[src/rtl/relu_serializer.sv]
// relu_serializer: captures one layer's parallel results in a single cycle,
// applies ReLU at capture, and replays them as a serial stream. The stream
// pulses o_valid on sample 0 and o_last on the final sample. One frame may
// wait in a pending buffer while a stream is in flight.
module relu_serializer #(
   parameter int DATA_WIDTH  = 24,
   parameter int NUM_NEURONS = 10,
   parameter int APPLY_RELU  = 1
) (
   input  logic                              clk,
   input  logic                              rst,
   input  logic                              i_valid,
   input  logic [NUM_NEURONS*DATA_WIDTH-1:0] din,
   output logic                              o_valid,
   output logic                              o_last,
   output logic                              o_busy,
   output logic                              o_overflow,
   output logic [DATA_WIDTH-1:0]             dout
);

   localparam int IW = (NUM_NEURONS > 1) ? $clog2(NUM_NEURONS) : 1;
   localparam logic [IW-1:0] LAST_IDX = IW'(NUM_NEURONS - 1);

   localparam logic [1:0] IDLE   = 2'd0;
   localparam logic [1:0] STREAM = 2'd1;
   localparam logic [1:0] GAP    = 2'd2;

   logic [1:0]                                  state;
   logic [IW-1:0]                               idx;
   logic                                        pending_valid;
   logic [NUM_NEURONS-1:0][DATA_WIDTH-1:0]      active;
   logic [NUM_NEURONS-1:0][DATA_WIDTH-1:0]      pending;
   logic [NUM_NEURONS-1:0][DATA_WIDTH-1:0]      din_relu;

   // Per-neuron clamp of the incoming frame; negative samples become zero
   // so the buffers only ever hold already-rectified values.
   for (genvar g = 0; g < NUM_NEURONS; g++) begin : g_relu
      logic [DATA_WIDTH-1:0] raw;
      assign raw         = din[g*DATA_WIDTH +: DATA_WIDTH];
      assign din_relu[g] = ((APPLY_RELU != 0) && raw[DATA_WIDTH-1]) ? '0 : raw;
   end

   // Frame capture, pending-buffer management and serial replay.
   always_ff @(posedge clk or negedge rst) begin
      if (!rst) begin
         state         <= IDLE;
         idx           <= '0;
         pending_valid <= 1'b0;
         active        <= '0;
         pending       <= '0;
         o_valid       <= 1'b0;
         o_last        <= 1'b0;
         o_busy        <= 1'b0;
         o_overflow    <= 1'b0;
         dout          <= '0;
      end else begin
         case (state)
            IDLE: begin
               dout    <= '0;
               o_valid <= 1'b0;
               o_last  <= 1'b0;
               o_busy  <= 1'b0;
               idx     <= '0;
               if (i_valid) begin
                  active <= din_relu;
                  state  <= STREAM;
               end
            end
            STREAM: begin
               dout    <= active[idx];
               o_valid <= (idx == '0);
               o_last  <= (idx == LAST_IDX);
               o_busy  <= 1'b1;
               if (idx == LAST_IDX) begin
                  idx   <= '0;
                  state <= GAP;
               end else begin
                  idx <= idx + IW'(1);
               end
               // A frame arriving mid-stream waits; a second one has nowhere to go.
               if (i_valid) begin
                  if (!pending_valid) begin
                     pending       <= din_relu;
                     pending_valid <= 1'b1;
                  end else begin
                     o_overflow <= 1'b1;
                  end
               end
            end
            GAP: begin
               // One idle cycle lets the downstream counter re-arm.
               dout    <= '0;
               o_valid <= 1'b0;
               o_last  <= 1'b0;
               o_busy  <= 1'b1;
               idx     <= '0;
               if (pending_valid) begin
                  active <= pending;
                  state  <= STREAM;
                  if (i_valid) pending <= din_relu;
                  else         pending_valid <= 1'b0;
               end else if (i_valid) begin
                  active <= din_relu;
                  state  <= STREAM;
               end else begin
                  state <= IDLE;
               end
            end
            default: begin
               state   <= IDLE;
               dout    <= '0;
               o_valid <= 1'b0;
               o_last  <= 1'b0;
               o_busy  <= 1'b0;
               idx     <= '0;
            end
         endcase
      end
   end

endmodule

[config.mk]
export PLATFORM = sky130hd
export DESIGN_NAME = relu_serializer
export DESIGN_NICKNAME = d
export VERILOG_FILES = /design/src/rtl/relu_serializer.sv
export SDC_FILE = /design/constraint.sdc
export NUM_CORES = 1
export LEC_CHECK = 0
export ABC_CLOCK_PERIOD_IN_PS = 2540
export BUFFER_PORTS_ARGS = -buffer_cell sky130_fd_sc_hd__clkbuf_2
export CAP_MARGIN = 20
export CORE_MARGIN = 5
export CORE_UTILIZATION = 40
export DETAILED_ROUTE_END_ITERATION = 8
export PLACE_DENSITY = 0.62
export SYNTH_ARGS = -nofsm -noshare
export SYNTH_HDL_FRONTEND = slang
export SYNTH_SLANG_ARGS = --single-unit
[constraint.sdc]
create_clock -name clk -period 2.54 [get_ports clk]
set_input_delay 0.762 -clock clk [delete_from_list [all_inputs] [get_ports clk]]
set_output_delay 0.762 -clock clk [all_outputs]
set_load 0.03 [all_outputs]
== After elaboration in Yosys (flattened, before gate mapping) ==
Cells that the tools add are included.

* Word-level logic and storage cells: 83
* Flip-flop bits (word level): 515
* Input port bits: 243

* Add/subtract/negate cells: 1
* Reductions and logical operators: 9
* Muxes and demuxes: 35
* Magnitude comparators: 1
* Equal/unequal tests: 9

{| class="wikitable"
|+ Operators with widths
! operator !! count
|-
| $mux W240 || 6
|-
| $pmux W240 S2 || 2
|-
| $mux W23 || 10
|-
| $bmux W24 S4 || 1
|-
| $mux W24 || 2
|-
| $ne A2 B2 Y1 const B || 6
|-
| $mux W1 || 8
|-
| $mux W4 || 2
|-
| $pmux W2 S3 || 1
|-
| $lt A4 B5 Y1 const B || 1
|-
| $reduce_and A5 Y1 || 1
|-
| $add A4 B1 Y4 const B || 1
|-
| $eq A4 B4 Y1 const B || 1
|-
| $logic_not A4 Y1 || 1
|-
| $mux W2 || 2
|-
| $reduce_and A2 Y1 || 2
|-
| $reduce_bool A2 Y1 || 2
|-
| $reduce_and A3 Y1 || 1
|-
| $eq A2 B1 Y1 const B || 1
|-
| $eq A2 B2 Y1 const B || 1
|-
| $logic_not A2 Y1 || 1
|-
| $pmux W1 S2 || 1
|-
| $reduce_or A2 Y1 || 1
|}

== Depth between registers and ports, before layout ==
* Depth after elaboration: 4
* Depth in mapped cells: 8
* Gate-level depth less buffers: 5

== Least setup slack after synthesis ==
OpenSTA, ideal clock, no wires.

* Path type: reg2reg
* Start: reg state[0]
* End: reg pending[0] in the netlist's numbering
* Data arrival time: 1.685 ns
* Data required time: 2.413 ns
* Slack: 0.728 ns
* Period minus slack after synthesis: 1.812 ns
* Path buffers: 2
* Stages on the path, launching flop included: 8
* Cell sequence: dfrtp_1 inv_1 ha_1 inv_1 o211ai_2 buf_4 buf_6 mux2_1

* Word-level cells in the longest chain between the ends: 3

{| class="wikitable"
|+ RTL lines
! item !! line !! text
|-
| start, declared || 28 || <nowiki>logic [1:0] state;</nowiki>
|-
| start signal, assigned || 46 || <nowiki>state <= IDLE;</nowiki>
|-
| start signal, assigned || 66 || <nowiki>state <= STREAM;</nowiki>
|-
| start signal, assigned || 76 || <nowiki>state <= GAP;</nowiki>
|-
| $eq A2 B1 Y1 or $eq A2 B2 Y1 (tied branches) || 57 || <nowiki>case (state)</nowiki>
|-
| $ne A2 B2 Y1 (no source line) or $reduce_bool A2 Y1 (tied branches) || - ||
|-
| $reduce_and A5 Y1 (no source line) || - ||
|-
| end signal, assigned || 83 || <nowiki>pending <= din_relu;</nowiki>
|-
| end signal, assigned || 100 || <nowiki>if (i_valid) pending <= din_relu;</nowiki>
|-
| end, declared || 32 || <nowiki>logic [NUM_NEURONS-1:0][DATA_WIDTH-1:0] pending;</nowiki>
|}

Several ways; a longest one is shown, not always the timed one.
A chain may end at the register's enable or synchronous reset.

== Worst setup path after layout ==
* Start: reg dout[16]
* End: out dout[16]

{| class="wikitable"
|+ RTL lines
! item !! line !! text
|-
| start, declared || 18 || <nowiki>output logic [DATA_WIDTH-1:0] dout</nowiki>
|-
| start signal, assigned || 70 || <nowiki>dout <= active[idx];</nowiki>
|}

No word-level cell between the ends.

==> impl_metrics.tcl <==
set metrics [dict create \
    grt_max_degree 110 \
    finalSetupViolCount 0 \
    track_usage_pct 21.6 \
    arrival_ns 1.34 \
    core_sq_mm 0.0600 \
    numCtsBuffers 55 \
    required_ns 1.78 \
    clk_latency_ns 0.61 \
    die_w_um 255 \
    ir_drop_v 0.000680 \
    grt_pass1_vias 18003 \
    path_max_fanout 1 \
    mostFrequentLayoutCell "dfrtp_1" \
    fin_crit_sh_pct 82.7 \
    max_slew_margin_pct 38.3 \
    die_h_um 255 \
    cp-start-kind "flop" \
    dpl_worst_slack_ns 0.457 \
    area_delta_synth_final_pct 17.3 \
    clk_pin_slew_worst_paths_ns 0.06 \
    hpwl_um 50800 \
    synthCells 2317 \
    drt-total-wl_um 71100 \
    die_area_sq_mm 0.0652 \
    drc 0 \
    worst_slack_ns 0.440 \
    crit_family "flip-flops" \
    gp_congestion 0.834 \
    fin_crit_ns 2.10 \
    tritoncts "done" \
    synth_top_family_by_area "simple AND/OR/NAND/NOR gates" \
    diodes 0 \
    synth-compound-area-share_pct 8.86 \
    ys_ff_latch 505 \
    synth_area_sq_mm 0.0241 \
    placed_cells 3245 \
    p_leak_nw 13.2 \
    slowest_delay_ns 0.47 \
    drtIter0Drc 1618 \
    cp-end-kind "output pin" \
    clock-skew-final_ns 0.0260 \
    drv_cap 0 \
    max_clock_freq_ghz 0.476 \
    wire_per_inst_um 21.3 \
    grt-ovfl-total 0 \
    path_class "flop to output pin" \
    cts.sinks 505 \
    ant_nets 0 \
    cts_resized 0 \
    vias 18148 \
    cp_slowest_cell "dfrtp_1" \
    synthSimpleGateAreaFrac_pct 17.8 \
    fillers 5519 \
    syn_avg_cell_area_sq_um 10.4 \
    yosysSeqAreaShare_pct 52.5 \
    worst-path-buf-inv 1 \
    synth_cell_types 37 \
    synthAdderAreaFrac_pct 0.416 \
    grt_pass1_wl_um 109000 \
    clock_path_buffers 3 \
    finalMaxSlewViolations 0 \
    stdcell_count 3347 \
    row_count 90 \
    synth_xor_area_share_pct 0 \
    antenna_found_initial 1 \
    fin_util_pct 47.0 \
    root_buffer "clkbuf_16" \
    hold_class "flop to flop" \
    synthMuxAreaShare_pct 16.2 \
    start_util_pct 40.1 \
    power_density_mw_per_mm2 1240 \
    yosys_warnings 0 \
    io_buffer_count 270 \
    ioPinCount 271 \
    rsz0062_at_grt "false" \
    cp_cell_sequence "clkbuf_2" \
    fin_setup_tns_ns 0 \
    syn_nets 2568 \
    routed_via_density 5.42 \
    hold_viol_final 0 \
    outcome "complete, no violations" \
    worst_pin_slew_ns 0.926 \
    drive_gt1_share_pct 19.8 \
    hold_ws_ns 0.491 \
    htreeDepth 2 \
    firstDrtPassIters 5 \
    nets 2772 \
    most-common-layout-cells "504 x dfrtp_1, 485 x nand2_1, 269 x clkbuf_2" \
]
state kept, by name, indices dropped and copies added, names as in the netlist:
register       cells
o_last             1
o_busy             1
o_overflow         1
pending_valid      1
o_valid            1
pending          230
state              2
dout              24
idx                4
active           240
cell families after synthesis:
logic type	after synthesis
buffers and inverters	191
AO/OA/AOI/OAI	315
multiplexers	328
flip-flops	505
adder cells (fa/ha/maj)	8
AND/OR/NAND/NOR	970
layer usage:
layer / share of wire, % / vias up / track usage [%]
met1: 45 / 9185 / 31.7
li1: - / 8341 / -
met2: 46 / 517 / 33.5
met4: 3.0 / 2 / 6.27
met3: 5.4 / 103 / 3.19
met5: 0.018 / - / 0
cells in the mapped netlist:
| master | count | area, sq um |
|---|---|---|
| mux2_1 | 200 | 2250 |
| a2bb2oi_2 | 1 | 15.0 |
| o21ai_1 | 1 | 5.00 |
| clkbuf_1 | 84 | 315 |
| buf_8 | 1 | 15.0 |
| a31oi_1 | 230 | 1440 |
| buf_4 | 15 | 113 |
| a2bb2oi_1 | 1 | 8.76 |
| buf_1 | 5 | 18.8 |
| buf_12 | 1 | 20.0 |
| nor2b_1 | 231 | 1450 |
| o21a_1 | 1 | 7.51 |
| nand2b_1 | 2 | 12.5 |
| o21ai_0 | 3 | 15.0 |
| nand3_1 | 2 | 10.0 |
| a21oi_1 | 4 | 20.0 |
| ha_1 | 8 | 100 |
| nand3b_1 | 2 | 15.0 |
| inv_1 | 7 | 26.3 |
| dfrtp_1 | 505 | 12600 |
| inv_2 | 1 | 3.75 |
| buf_6 | 18 | 203 |
| and3_1 | 12 | 75.1 |
| mux2_2 | 55 | 619 |
| mux2i_1 | 49 | 490 |
| a211oi_1 | 48 | 360 |
| nor3b_2 | 1 | 12.5 |
| buf_2 | 59 | 295 |
| nor2_1 | 231 | 867 |
| mux4_2 | 24 | 541 |
| nor4b_1 | 1 | 8.76 |
| or2_2 | 1 | 6.26 |
| and2_1 | 1 | 6.26 |
| a31o_2 | 1 | 8.76 |
| a221o_1 | 24 | 240 |
| o211ai_2 | 1 | 12.5 |
| nand2_1 | 486 | 1820 |
metrics by stage:
step	power (mW)	cell area, sq um
after detailed placement	26.9	26300
after global routing	37.1	28200
after floorplan	22.4	24100
final	35.1	28200
after CTS	35.3	28200
after global placement	26.3	26300
worst paths after layout:
path	slack, ns	endpoint	cells past startpoint	from
worst max-delay path	0.44	dout[16]	1	dout[16]
worst min-delay path	0.49	pending[106]	1	pending[106]
worst max register to register	0.45	pending[225]	7	state[0]
worst min register to register	0.49	pending[106]	1	pending[106]
max in group asynchronous	0.96	pending[64]	3	rst
min in group asynchronous	0.60	pending[178]	2	rst
timing repair:
action	CTS	global route
hold endpoints to repair	10	0
hold buffers	1	0
buffers inserted	0	0
power breakdown:
group / total (mW) / internal, mW / switching (mW)
clock: 8.29 / 4.91 / 3.38
sequential: 13.9 / 11.6 / 2.26
combinational: 12.9 / 5.51 / 7.41
area by class of cell:
| cell class | instances | area, sq um | share of cell area (%) |
|---|---|---|---|
| well taps | 782 | 978 | 3.47 |
| clock buffers | 78 | 1600 | 5.68 |
| multi-input cells | 1621 | 10500 | 37.1 |
| flip-flops and latches | 505 | 12600 | 44.8 |
| inverters | 8 | 30.0 | 0.106 |
| repair buffers | 330 | 2230 | 7.89 |
| clock inverters | 23 | 277 | 0.980 |
No activity file was read; power rests on OpenSTA's default activity.
